[src/rtl/fft_pkg.sv]
// Shared definitions for the FFT read-out path: FSM state encodings,
// default widths and the bit-reversal helper.
package fft_pkg;

    localparam int DEF_BITNESS = 16;
    localparam int DEF_ADDR_W  = 8;
    localparam int MAX_ADDR_W  = 16;
    localparam int IDX_W       = $clog2(MAX_ADDR_W);

    typedef enum logic [1:0] {
        ST_IDLE  = 2'd0,
        ST_READ  = 2'd1,
        ST_DRAIN = 2'd2
    } state_t;

    // Reverses the low w bits of v; bits at and above w come back as zero.
    function automatic logic [MAX_ADDR_W-1:0] bitrev(input logic [MAX_ADDR_W-1:0] v,
                                                     input int w);
        logic [MAX_ADDR_W-1:0] r;
        r = '0;
        for (int i = 0; i < MAX_ADDR_W; i++) begin
            if (i < w) begin
                r[IDX_W'(i)] = v[IDX_W'(w - 1 - i)];
            end
        end
        return r;
    endfunction

endpackage

[src/rtl/fft_out_fifo2.sv]
// Two-entry FIFO between the memory read port and the output handshake.
// Head entry is presented combinationally from registers, so it holds steady while stalled.
module fft_out_fifo2
    import fft_pkg::*;
#(
    parameter int W = 2 * DEF_BITNESS + 1
) (
    input  logic         clk,
    input  logic         srst,
    input  logic         i_wr,
    input  logic [W-1:0] i_din,
    input  logic         i_rd,
    output logic [W-1:0] o_dout,
    output logic         o_valid,
    output logic [1:0]   o_count
);

    logic [W-1:0] r_mem [2];
    logic         r_wptr;
    logic         r_rptr;
    logic [1:0]   r_count;
    logic         w_wr_ok;
    logic         w_rd_ok;

    assign w_rd_ok = i_rd && (r_count != 2'd0);
    // A write into a full FIFO is only legal when the head leaves in the same cycle.
    assign w_wr_ok = i_wr && ((r_count != 2'd2) || w_rd_ok);

    always_ff @(posedge clk) begin
        if (srst) begin
            r_wptr  <= 1'b0;
            r_rptr  <= 1'b0;
            r_count <= 2'd0;
            for (int i = 0; i < 2; i++) begin
                r_mem[i] <= '0;
            end
        end else begin
            if (w_wr_ok) begin
                r_mem[r_wptr] <= i_din;
                r_wptr        <= ~r_wptr;
            end
            if (w_rd_ok) begin
                r_rptr <= ~r_rptr;
            end
            r_count <= r_count + 2'(w_wr_ok) - 2'(w_rd_ok);
        end
    end

    assign o_dout  = r_mem[r_rptr];
    assign o_valid = (r_count != 2'd0);
    assign o_count = r_count;

endmodule

[src/rtl/fft_out_reader.sv]
// Streams an FFT frame out of working memory over valid/ready.
// Define FFT_OUT_BITREV_EN to read in bit-reversed address order; otherwise memory order.
module fft_out_reader
    import fft_pkg::*;
#(
    parameter int BITNESS = DEF_BITNESS,
    parameter int ADDR_W  = DEF_ADDR_W
) (
    input  logic                 CLK,
    input  logic                 RST,
    input  logic                 i_START,
    output logic                 o_BUSY,
    output logic                 o_RD_EN,
    output logic [ADDR_W-1:0]    o_RD_ADDR,
    input  logic [2*BITNESS-1:0] i_RD_DATA,
    output logic [2*BITNESS-1:0] o_DATA,
    output logic                 o_VALID,
    input  logic                 i_READY,
    output logic                 o_LAST,
    output logic                 o_DONE
);

    localparam int DW = 2 * BITNESS + 1;

    state_t            r_state;
    logic [ADDR_W-1:0] r_cnt;
    logic              r_pend;
    logic              r_pend_last;
    logic              r_busy;
    logic              r_done;

    logic [1:0]        w_count;
    logic [2:0]        w_room;
    logic              w_valid;
    logic              w_pop;
    logic              w_issue;
    logic              w_last_rd;
    logic [DW-1:0]     w_head;

    assign w_pop     = w_valid & i_READY;
    assign w_last_rd = (r_cnt == '1);

    // Entries that will still be held after this edge; the pop this cycle frees a slot,
    // which is what lets one read per cycle sustain with only two entries.
    assign w_room  = ({1'b0, w_count} + 3'(r_pend)) - 3'(w_pop);
    assign w_issue = (r_state == ST_READ) && (w_room < 3'd2);

    always_ff @(posedge CLK) begin
        if (RST) begin
            r_state     <= ST_IDLE;
            r_cnt       <= '0;
            r_pend      <= 1'b0;
            r_pend_last <= 1'b0;
            r_busy      <= 1'b0;
            r_done      <= 1'b0;
        end else begin
            r_done      <= 1'b0;
            r_pend      <= w_issue;
            r_pend_last <= w_issue & w_last_rd;
            if (w_issue) begin
                r_cnt <= r_cnt + 1'b1;
            end
            case (r_state)
                ST_IDLE: begin
                    if (i_START) begin
                        r_state <= ST_READ;
                        r_cnt   <= '0;
                        r_busy  <= 1'b1;
                    end
                end
                ST_READ: begin
                    if (w_issue && w_last_rd) begin
                        r_state <= ST_DRAIN;
                    end
                end
                ST_DRAIN: begin
                    if (w_pop && w_head[DW-1]) begin
                        r_state <= ST_IDLE;
                        r_busy  <= 1'b0;
                        r_done  <= 1'b1;
                    end
                end
                default: begin
                    r_state <= ST_IDLE;
                end
            endcase
        end
    end

`ifdef FFT_OUT_BITREV_EN
    assign o_RD_ADDR = ADDR_W'(bitrev(MAX_ADDR_W'(r_cnt), ADDR_W));
`else
    assign o_RD_ADDR = r_cnt;
`endif

    fft_out_fifo2 #(
        .W(DW)
    ) u_fifo (
        .clk     (CLK),
        .srst    (RST),
        .i_wr    (r_pend),
        .i_din   ({r_pend_last, i_RD_DATA}),
        .i_rd    (w_pop),
        .o_dout  (w_head),
        .o_valid (w_valid),
        .o_count (w_count)
    );

    assign o_RD_EN = w_issue;
    assign o_BUSY  = r_busy;
    assign o_DONE  = r_done;
    assign o_VALID = w_valid;
    assign o_DATA  = w_head[DW-2:0];
    assign o_LAST  = w_valid & w_head[DW-1];

endmodule

[config.mk]
export PLATFORM = sky130hd
export DESIGN_NAME = fft_out_reader
export DESIGN_NICKNAME = d
export VERILOG_FILES = /design/src/rtl/fft_pkg.sv /design/src/rtl/fft_out_fifo2.sv /design/src/rtl/fft_out_reader.sv
export SDC_FILE = /design/constraint.sdc
export NUM_CORES = 1
export LEC_CHECK = 0
export BUFFER_PORTS_ARGS = -buffer_cell sky130_fd_sc_hd__buf_2
export CAP_MARGIN = 20
export CORE_MARGIN = 10
export CORE_UTILIZATION = 40
export DETAILED_ROUTE_END_ITERATION = 10
export PLACE_DENSITY = 0.65
export SLEW_MARGIN = 25
export SYNTH_ARGS = -nofsm -noshare
export SYNTH_HDL_FRONTEND = slang
export SYNTH_SLANG_ARGS = --single-unit
[constraint.sdc]
create_clock -name CLK -period 3.1 [get_ports CLK]
set_input_delay 0.775 -clock CLK [delete_from_list [all_inputs] [get_ports CLK]]
set_output_delay 0.775 -clock CLK [all_outputs]
set_load 0.02 [all_outputs]
==> flow_summary_export.csv <==
group,metric,value,unit
outcome,outcome,"complete, no violations",
worst_hold_path,min_path_cells,2,
critical_path,cp_max_fo,2,
critical_path,cp.required,2.32,ns
pwr,seqPwrFrac,40.7,%
critical_path,cp_num_buf_inv,4,
drt,drc,0,
clocking,ctsLongestPathBuffers,2,
sta,worst_slack,0.0520,ns
critical_path,r2r-end,"o_RD_ADDR[3]$_SDFF_PP0_",
critical_path,path_class,"input pin to output pin",
floorplanning,ioPinCount,81,
sta,fmax,328,MHz
cells_and_area,syn_to_final_growth,23.5,%
run,max_cap_violations,0,
pwr,switching_share,33.8,%
sta,slew_violations,0,
critical_path,worstSetupStartpointType,"input pin",
placement,numPortBuffers,80,
yosys,synth_nets,321,
critical_path,crit_top_cell,"buf_6",
pwr,cellPowerDensity,779,nW/um^2
critical_path,reg2reg_depth,12,
cells_and_area,drive_gt1_share,42.2,%
pwr,leakage,1.92,nW
worst_hold_path,holdCritStartpoint,"u_fifo.r_rptr$_SDFFE_PP0P_",
critical_path,max_stage_delay,0.54,ns
grt,grt_overflow,0,
clocking,cts.sinks,85,
floorplanning,start_util,40.9,%
drt,wl_per_cell,16.3,microns
yosys,synth_area,3760,sq um
critical_path,r2r_slack,0.36,ns
sta,period_minus_slack,3.05,ns
cells_and_area,nFillCells,816,
clocking,holdBufCountCts,0,
clocking,htree_levels,3,
yosys,synth_edf_count,66,
pwr,p_sw,1.22,mW
worst_hold_path,min_to,"u_fifo.r_rptr$_SDFFE_PP0P_",
yosys,async_flop_share,0,%
pwr,pwr-share-clk,24.4,%
sta,clock_skew,0.0116,ns
yosys,syn_avg_cell_area,13.4,sq um
yosys,synth_cells,280,
critical_path,worstPathCellList,"buf_6 > o21ai_2 > inv_1 > ha_1 > inv_2 > nand2_2 > fa_1 > nand3b_4 > nor2_4 > buf_6",
critical_path,r2r_start,"u_fifo.o_count[1]$_SDFF_PP0_",
clocking,numCtsBuffers,9,
grt,grt_pass1_wl,12400,microns
drt,drt_iter0_drc,103,
critical_path,cp_data_arrival_time,2.27,ns
sta,finalSetupTns,0,ns
placement,place_congestion,0.814,
placement,place_ws,-0.0584,ns
pwr,p_int,2.40,mW
pwr,pwr-share-comb,34.9,%
cells_and_area,nets,413,
clocking,cts_tree,"yes",
grt,grt_usage,11.7,%
yosys,synth.distinct_cells,41,
floorplanning,die_w,117,microns
grt,antenna_found_initial,1,
drt,dr.pass1.iters,5,
floorplanning,placementRows,35,
floorplanning,die-area,13700,sq um
drt,drt-total-wl,7970,microns
sta,relSlewSlack,45.3,%
clocking,cts-root-buf,"clkbuf_8",
placement,hpwlAfterDp,5280,microns
yosys,ys_ff_latch,85,
yosys,synth_warnings,0,
sta,worst_slew_pin_slew,0.821,ns
grt,grt_pass1_vias,2530,
grt,grt_max_degree,34,
clocking,clkLatencyLatePin,0.35,ns
sta,finalCritPeriodShare,98.3,%
sta,hold_violations,0,
yosys,synth_ff_type,"edfxtp_1",
floorplanning,coreArea,9200,sq um
clocking,clk_pin_slew,0.09,ns
yosys,seq_area_frac_synth,62.7,%
critical_path,crit_path_end_kind,"output pin",
worst_hold_path,hp-class,"flop to flop",
drt,ant_nets,0,
critical_path,critPathSlowestCell,"fa_1",
cells_and_area,utilization,50.6,%
floorplanning,die_h,117,microns
drt,vias_per_cell,4.93,
critical_path,crit_family,"adder cells",
sta,setup_viol_count_final,0,
pwr,ir_drop,0.000405,V
drt,vias,2413,
## placed cells by master, fill, tap and decap left out, drive strengths merged
master   n
clkbuf   9
and2    66
nor4b    2
o21ai    7
or3b     3
nand4b   1
nand3    3
nor3b    2
or4      4
fa       1
nor2     7
nand2    5
nor3     1
ha       4
nor4     4
xnor2    1
buf     94
nor2b    2
a31oi    1
or3      3
a21oi    8
mux2    32
bufinv   2
inv     11
clkinv   2
o21ba    1
mux2i    3
xor2     2
nand3b   3
o21a     1
diode    1
nand4    1
nand2b   2
dfxtp   19
edfxtp  66
o31ai    3
or2      1
## cells by family (layout without fill, tap and decap cells)
logic type | count (synthesis) | after routing | synth area share, %
and+or+nand+nor | 110 | 110 | 18.9
DFF | 85 | 85 | 62.7
muxes | 35 | 35 | 10.4
AOI/OAI and AO/OA | 21 | 21 | 3.22
buffers and inverters | 21 | 118 | 2.23
adders and majority gates | 5 | 5 | 1.86
xor gates and xnor gates | 3 | 3 | 0.698
other | 0 | 1 | 0
## cells in the mapped netlist, types with 2 or more instances
cell type | n | area (sq um)
and2_1 | 66 | 413
edfxtp_1 | 66 | 1980
mux2_2 | 32 | 360
dfxtp_1 | 19 | 380
clkbuf_1 | 9 | 33.8
a21oi_1 | 8 | 40.0
inv_1 | 7 | 26.3
nor2_1 | 7 | 26.3
o21ai_0 | 6 | 30.0
nand2_1 | 5 | 18.8
buf_2 | 4 | 20.0
ha_1 | 4 | 50.1
mux2i_1 | 3 | 30.0
nand3_1 | 3 | 15.0
o31ai_1 | 3 | 22.5
or3_1 | 3 | 18.8
or4_1 | 3 | 22.5
nand2b_1 | 2 | 12.5
nand3b_1 | 2 | 15.0
nor2b_1 | 2 | 12.5
nor4_1 | 2 | 12.5
nor4_2 | 2 | 25.0
nor4b_1 | 2 | 17.5
or3b_1 | 2 | 17.5
xor2_1 | 2 | 17.5
## flip-flops by register name, summed over array words and instances, names as in the netlist, named ones only
name and count:
o_BUSY 1, o_DONE 1, o_RD_ADDR 8, r_pend 1
r_pend_last 1, r_state 2, u_fifo.o_count 2, u_fifo.r_mem 66
u_fifo.r_rptr 1, u_fifo.r_wptr 1
## through the flow
step,instance area [sq um],hold slack [ns],total power [mW],std cells
2_1_floorplan,3780,0.456,2.30,280
3_3_place_gp,4370,0.493,2.69,469
3_5_place_dp,4370,0.497,2.71,469
4_1_cts,4620,0.519,3.63,486
5_1_grt,4650,0.552,3.82,488
6_report,4650,0.514,3.62,489
## cell type report
class                   instances  area (sq um)  area share (%)
repair buffers                 94           518            11.1
well taps                     111           139            2.99
multi-input cells             174          1370            29.4
inverters                       8          30.0           0.646
flip-flops and latches         85          2360            50.8
diodes                          1          2.50          0.0538
clock inverters                 7           104            2.23
clock buffers                   9           124            2.66
## worst min-delay path, cell delays in order, from the launching register on
cell and delay [ns]:
dfxtp_1 0.33, xor2_1 0.08, nor2_1 0.07
## how the worst max path moves through the flow
stage / start / end / depth (start not counted)
2_1_floorplan: i_READY / o_RD_EN / 8
3_3_place_gp: i_READY / o_RD_EN / 10
3_5_place_dp: i_READY / o_RD_EN / 10
4_1_cts: i_READY / o_RD_EN / 10
5_1_grt: i_READY / o_RD_EN / 10
6_report: i_READY / o_RD_EN / 10
## what timing repair did
| item | in CTS | in global routing |
|---|---|---|
| setup endpoints to repair | 1 | 1 |
| buffers inserted | 1 | 2 |
| resized for setup | 5 | 3 |
| pin swaps | 3 | 3 |
| cloned | 0 | 0 |
| hold endpoints to repair | 0 | 0 |
## routing by layer
layer  vias to the layer above  share of wire [%]  global-route usage [%]
met3                        11                7.5                    3.77
met1                      1160                 42                    13.0
li1                       1181                  -                       -
met2                        61                 49                    20.6
met4                         0                1.4                    4.20
met5                         -                  0                       0
## power by group through the flow
| stage | combinational (mW) | clock (mW) | sequential, mW |
|---|---|---|---|
| finish | 1.26 | 0.882 | 1.48 |
| global route | 1.38 | 0.950 | 1.49 |
| CTS | 1.24 | 0.908 | 1.48 |
| detailed placement | 1.21 | 0 | 1.50 |
| global placement | 1.20 | 0 | 1.49 |
| floorplan | 0.824 | 0 | 1.48 |
No activity file was read; power rests on OpenSTA's default activity.
